File: config.mk
export PLATFORM = sky130hd
export DESIGN_NAME = mul8_seq_ctrl
export DESIGN_NICKNAME = d
export VERILOG_FILES = /design/src/rtl/mul8_seq_ctrl.sv
export SDC_FILE = /design/constraint.sdc
export NUM_CORES = 1
export LEC_CHECK = 0
export ABC_AREA = 1
export BUFFER_PORTS_ARGS = -buffer_cell sky130_fd_sc_hd__buf_4
export CAP_MARGIN = 10
export CORE_ASPECT_RATIO = 1.2
export CORE_MARGIN = 2
export CORE_UTILIZATION = 55
export DETAILED_ROUTE_END_ITERATION = 8
export PLACE_DENSITY = 0.8
export SYNTH_ARGS = -nofsm -noshare
export SYNTH_HDL_FRONTEND = slang
export SYNTH_SLANG_ARGS = --single-unit
export TNS_END_PERCENT = 5
File: constraint.sdc
create_clock -name clk -period 3.11 [get_ports clk]
set_input_delay 0.622 -clock clk [delete_from_list [all_inputs] [get_ports clk]]
set_output_delay 0.622 -clock clk [all_outputs]
set_load 0.02 [all_outputs]
File: src/rtl/mul8_seq_ctrl.sv
// mul8_seq_ctrl: 8x8 unsigned multiply sequenced over one shared external 4x4
// multiplier in four steps. Each step drives a nibble pair to the multiplier,
// and the 8-bit partial product is added to a 16-bit accumulator at weight
// 0, 4, 4 or 8.
//
// Parameters:
//   PIPE_MUL  0: add mul_p in the same cycle it is produced.
//             1: register mul_p first and add it one cycle later. This adds a
//                DRAIN state for the final partial product.
//
// Optional feature (macro MUL8_SEQ_ACCUM_EN):
//   Adds the acc_clr input, which is sampled with the operand handshake. When
//   acc_clr is 0, the new product is added to the previous accumulator value
//   (multiply-accumulate, wrapping modulo 2^16).
//
// Ports:
//   clk, rst_n           clock, synchronous active-low reset
//   in_valid/in_ready    operand handshake, carries a and b
//   acc_clr              accumulator clear on accept (MUL8_SEQ_ACCUM_EN only)
//   out_valid/out_ready  result handshake, carries product
//   product              registered 16-bit result
//   busy                 high whenever the controller is not idle
//   mul_m, mul_q, mul_p  connection to the shared 4x4 multiplier
module mul8_seq_ctrl #(
    parameter int unsigned PIPE_MUL = 0
) (
    input  logic        clk,
    input  logic        rst_n,
    input  logic        in_valid,
`ifdef MUL8_SEQ_ACCUM_EN
    input  logic        acc_clr,
`endif
    output logic        in_ready,
    input  logic [7:0]  a,
    input  logic [7:0]  b,
    output logic        out_valid,
    input  logic        out_ready,
    output logic [15:0] product,
    output logic        busy,
    output logic [3:0]  mul_m,
    output logic [3:0]  mul_q,
    input  logic [7:0]  mul_p
);

    typedef enum logic [1:0] {StIdle, StMul, StDrain, StDone} state_t;

    state_t      state_q, state_d;
    logic [1:0]  step_q, step_d;
    logic [7:0]  a_q, a_d;
    logic [7:0]  b_q, b_d;
    logic [15:0] acc_q, acc_d;
    logic [15:0] product_q, product_d;
    logic [7:0]  p_q, p_d;
    logic [3:0]  p_sh_q, p_sh_d;

    logic [3:0]  cur_sh;
    logic [15:0] addend;
    logic [15:0] acc_sum;
    logic        clr_on_accept;

`ifdef MUL8_SEQ_ACCUM_EN
    assign clr_on_accept = acc_clr;
`else
    assign clr_on_accept = 1'b1;
`endif

    always_ff @(posedge clk) begin
        if (!rst_n) begin
            state_q   <= StIdle;
            step_q    <= 2'd0;
            a_q       <= 8'd0;
            b_q       <= 8'd0;
            acc_q     <= 16'd0;
            product_q <= 16'd0;
            p_q       <= 8'd0;
            p_sh_q    <= 4'd0;
        end else begin
            state_q   <= state_d;
            step_q    <= step_d;
            a_q       <= a_d;
            b_q       <= b_d;
            acc_q     <= acc_d;
            product_q <= product_d;
            p_q       <= p_d;
            p_sh_q    <= p_sh_d;
        end
    end

    // Weight of the partial product for each step. Steps 1 and 2 are the two
    // cross terms.
    always_comb begin
        cur_sh = 4'd0;
        unique case (step_q)
            2'd0: cur_sh = 4'd0;
            2'd1: cur_sh = 4'd4;
            2'd2: cur_sh = 4'd4;
            2'd3: cur_sh = 4'd8;
            default: cur_sh = 4'd0;
        endcase
    end

    // The nibble select depends only on registered state. This keeps mul_m and
    // mul_q free of any combinational path from the operand inputs.
    always_comb begin
        mul_m = 4'd0;
        mul_q = 4'd0;
        if (state_q == StMul) begin
            mul_m = step_q[0] ? a_q[7:4] : a_q[3:0];
            mul_q = step_q[1] ? b_q[7:4] : b_q[3:0];
        end
    end

    // In piped mode, the partial product captured in the previous cycle is
    // added using the weight that was stored with it. In step 0 there is
    // nothing captured yet to add.
    always_comb begin
        addend = 16'd0;
        if (PIPE_MUL != 0) begin
            if ((state_q == StMul && step_q != 2'd0) || state_q == StDrain) begin
                addend = {8'd0, p_q} << p_sh_q;
            end
        end else if (state_q == StMul) begin
            addend = {8'd0, mul_p} << cur_sh;
        end
    end

    assign acc_sum = acc_q + addend;

    always_comb begin
        state_d   = state_q;
        step_d    = step_q;
        a_d       = a_q;
        b_d       = b_q;
        acc_d     = acc_q;
        product_d = product_q;
        p_d       = p_q;
        p_sh_d    = p_sh_q;
        in_ready  = 1'b0;
        out_valid = 1'b0;

        unique case (state_q)
            StIdle: begin
                in_ready = 1'b1;
                if (in_valid) begin
                    a_d     = a;
                    b_d     = b;
                    step_d  = 2'd0;
                    acc_d   = clr_on_accept ? 16'd0 : acc_q;
                    state_d = StMul;
                end
            end
            StMul: begin
                acc_d  = acc_sum;
                p_d    = mul_p;
                p_sh_d = cur_sh;
                step_d = step_q + 2'd1;
                if (step_q == 2'd3) begin
                    if (PIPE_MUL != 0) begin
                        state_d = StDrain;
                    end else begin
                        product_d = acc_sum;
                        state_d   = StDone;
                    end
                end
            end
            StDrain: begin
                acc_d     = acc_sum;
                product_d = acc_sum;
                state_d   = StDone;
            end
            StDone: begin
                out_valid = 1'b1;
                if (out_ready) begin
                    state_d = StIdle;
                end
            end
            default: state_d = StIdle;
        endcase
    end

    assign product = product_q;
    assign busy    = (state_q != StIdle);

endmodule

==> flow_metrics.py <==
metrics = {
    "outcome": {
        "status": "finished clean",
    },
    "layout": {
        "design_area_um2": 3800,
        "syn_to_final_growth_pct": 18.1,
        "antenna_cells": 0,
        "finalNetCount": 620,
        "final_cells": 651,
        "drive_above_1_share_pct": 13.8,
    },
    "clock_tree": {
        "hold_buffers": 0,
        "cts-root-buf": "clkbuf_8",
        "cts.clk_slew.worst_paths_ps": 100,
        "cts_buffer_depth": 2,
        "h-tree-depth": 2,
        "cts_buffers": 5,
        "clkLatencyLatePin_ps": 310,
        "post-cts-setup-buffers": 0,
        "cts_sinks": 52,
        "cts_tree": "built",
    },
    "synthesis": {
        "yosysSeqAreaShare_pct": 32.3,
        "syn_area_per_cell_um2": 6.19,
        "synth_edf_count": 0,
        "netlist_area_um2": 3220,
        "syn_nets": 570,
        "yosysUniqueCellTypes": 26,
        "synth-main-ff-cell": "dfxtp_1",
        "yosys_warnings": 0,
        "synth-seq-cells": 52,
        "synth_async_sr_flop_share_pct": 0,
        "synthCells": 520,
    },
    "route": {
        "totalWireLength_mm": 7.86,
        "wl_per_cell_um": 12.1,
        "viasPerCell": 5.02,
        "drc_errors": 0,
        "detailedRoute.firstIterationViolations": 173,
        "dr.pass1.iters": 4,
        "vias": 3267,
        "ant_nets": 0,
    },
    "global_route": {
        "track_usage_pct": 25.7,
        "grt_pass1_vias": 3092,
        "grt_start_max_net_pins": 32,
        "antenna_found_initial": 0,
        "grt_remaining_overflow": 0,
        "grt_pass1_wl_mm": 13.2,
    },
    "worst_setup_path": {
        "reg2reg_depth": 14,
        "crit_end": "product[12]",
        "r2r_slack_ps": 360,
        "regToRegStartpoint": "step_q[0]",
        "crit_arrival_ps": 2980,
        "critPathKind": "reg2reg",
        "worst_r2r_endpoint": "product[12]",
        "cp-start-kind": "register",
        "cp-end-kind": "register",
        "critPathMaxFanout": 21,
        "worstPathRequired_ps": 3330,
        "startpoint": "step_q[0]",
    },
    "placement": {
        "postPlaceCellArea_um2": 3690,
        "hpwlAfterDp_mm": 5.99,
        "pre_cts_ws_ps": 340,
        "numPlacedInstances": 643,
        "portBuffers": 54,
        "place_congestion": 0.871,
    },
    "timing": {
        "layout_setup_ws_ps": 357,
        "relSlewSlack_pct": 58.6,
        "timing_hold_violations_final": 0,
        "grt_setup_unrepaired": "no",
        "fin_crit_sh_pct": 88.5,
        "drv_slew": 0,
        "period_needed_ps": 2750,
        "clock.fmax_mhz": 363,
        "worst_slew_pin_slew_ps": 620,
        "setup-tns-final_ps": 0,
        "setup-violations-final": 0,
        "finClkSkew_ps": 7.42,
    },
    "run": {
        "maxCapViolations": 0,
    },
    "floorplan": {
        "rows": 30,
        "die_w_um": 73.8,
        "design.die.area_um2": 6480,
        "start_util_pct": 56.8,
        "pin_count": 55,
        "core-area_um2": 5670,
        "die_h_um": 87.8,
    },
    "power": {
        "power.density_nw_per_um2": 755,
        "ir_worst_vdd_mv": 0.660,
        "power_mw": 2.87,
        "p_leak_nw": 2.11,
    },
    "worst_hold_path": {
        "hold_class": "reg2reg",
    },
}
-- cells by family (layout without fill, tap and decap cells) --
family                     Yosys count  after routing  synth area share, %
AOI/OAI and AO/OA                   77             77                 12.2
xor gates and xnor gates             7              7                 1.90
adders and majority gates           22             22                 8.78
buffers and inverters               92            143                 11.2
DFF                                 52             52                 32.3
and+or+nand+nor                    270            270                 33.6
-- worst max-delay path: stages, from the launching register on --
cell	delay, ps
dfxtp_1	400
ha_1	650
nor3_1	120
ha_1	230
fa_1	440
nand3_1	100
nand2_1	100
nand2_1	80
nand2_1	100
nand2_1	110
nand3_1	90
nand2_1	80
nand2_1	50
nand2_1	80
inv_1	40
-- registers in the layout, indices dropped and copies added, names as in the netlist --
register and count:
acc_q 16, b_q 8, a_q 8, step_q 2, state_q 2, product 16
-- synthesized netlist by cell type (6+ instances only) --
cell / instances / area share, %
ha_1: 21 / 8.2
xor2_1: 6 / 1.6
nor3_1: 7 / 1.1
nand3_1: 23 / 3.6
o21ai_0: 44 / 6.8
inv_1: 72 / 8.4
clkbuf_1: 6 / 0.70
a21oi_1: 29 / 4.5
nor2_1: 98 / 11
dfxtp_1: 52 / 32
nand2_1: 133 / 16
buf_2: 7 / 1.1
-- layout by cell type (no fill, tap or decap), types with 2 or more instances in the layout --
| master | n |
|---|---|
| o21ai_1 | 3 |
| nor3_1 | 7 |
| clkbuf_8 | 5 |
| o21ai_0 | 43 |
| nand2_2 | 4 |
| a21oi_1 | 29 |
| buf_4 | 59 |
| dfxtp_1 | 52 |
| ha_1 | 21 |
| xor2_1 | 6 |
| clkinv_4 | 2 |
| nand3_1 | 23 |
| inv_2 | 3 |
| nor2_1 | 98 |
| inv_1 | 72 |
| nor2_2 | 2 |
| nand2_1 | 133 |
-- stage by stage --
stage                     hold WS, ps  util, %
after detailed placement          464     65.0
after global routing              504     67.1
final                             478     67.1
after CTS                         479     67.1
after floorplan                   443        -
after global placement            453     65.0
-- power by group --
part / switching [mW] / internal (mW) / total (mW)
sequential: 0.104 / 0.845 / 0.949
combinational: 0.929 / 0.506 / 1.43
clock: 0.244 / 0.243 / 0.487
total: 1.28 / 1.59 / 2.87
-- worst min path at each step --
stage | depth (start not counted) | start | to
CTS | 2 | acc_q[0] | acc_q[0]
finish | 2 | acc_q[10] | acc_q[10]
global route | 2 | acc_q[2] | acc_q[2]
global placement | 2 | acc_q[0] | acc_q[0]
detailed placement | 2 | acc_q[0] | acc_q[0]
floorplan | 2 | acc_q[2] | acc_q[2]
-- what timing repair did --
action,in CTS,in global routing
setup endpoints to repair,0,1
gates resized for setup,0,1
endpoints found under the hold margin,0,0
-- metal layers --
metal | track usage, % | vias to the layer above | wire (um)
met5 | 0 | - | 0
met4 | 6.94 | 0 | 121
met3 | 3.80 | 12 | 365
met2 | 48.6 | 76 | 4040
met1 | 29.6 | 1471 | 3340
li1 | - | 1708 | -
-- final cells by class --
type,instances,area (um2)
clock buffer,5,68.8
sequential,52,1040
clock inverter,3,47.5
inverter,76,285
tap,80,100
multi-input combinational,376,1820
fill,543,1870
timing repair buffer,59,443
No activity file was read; power rests on OpenSTA's default activity.
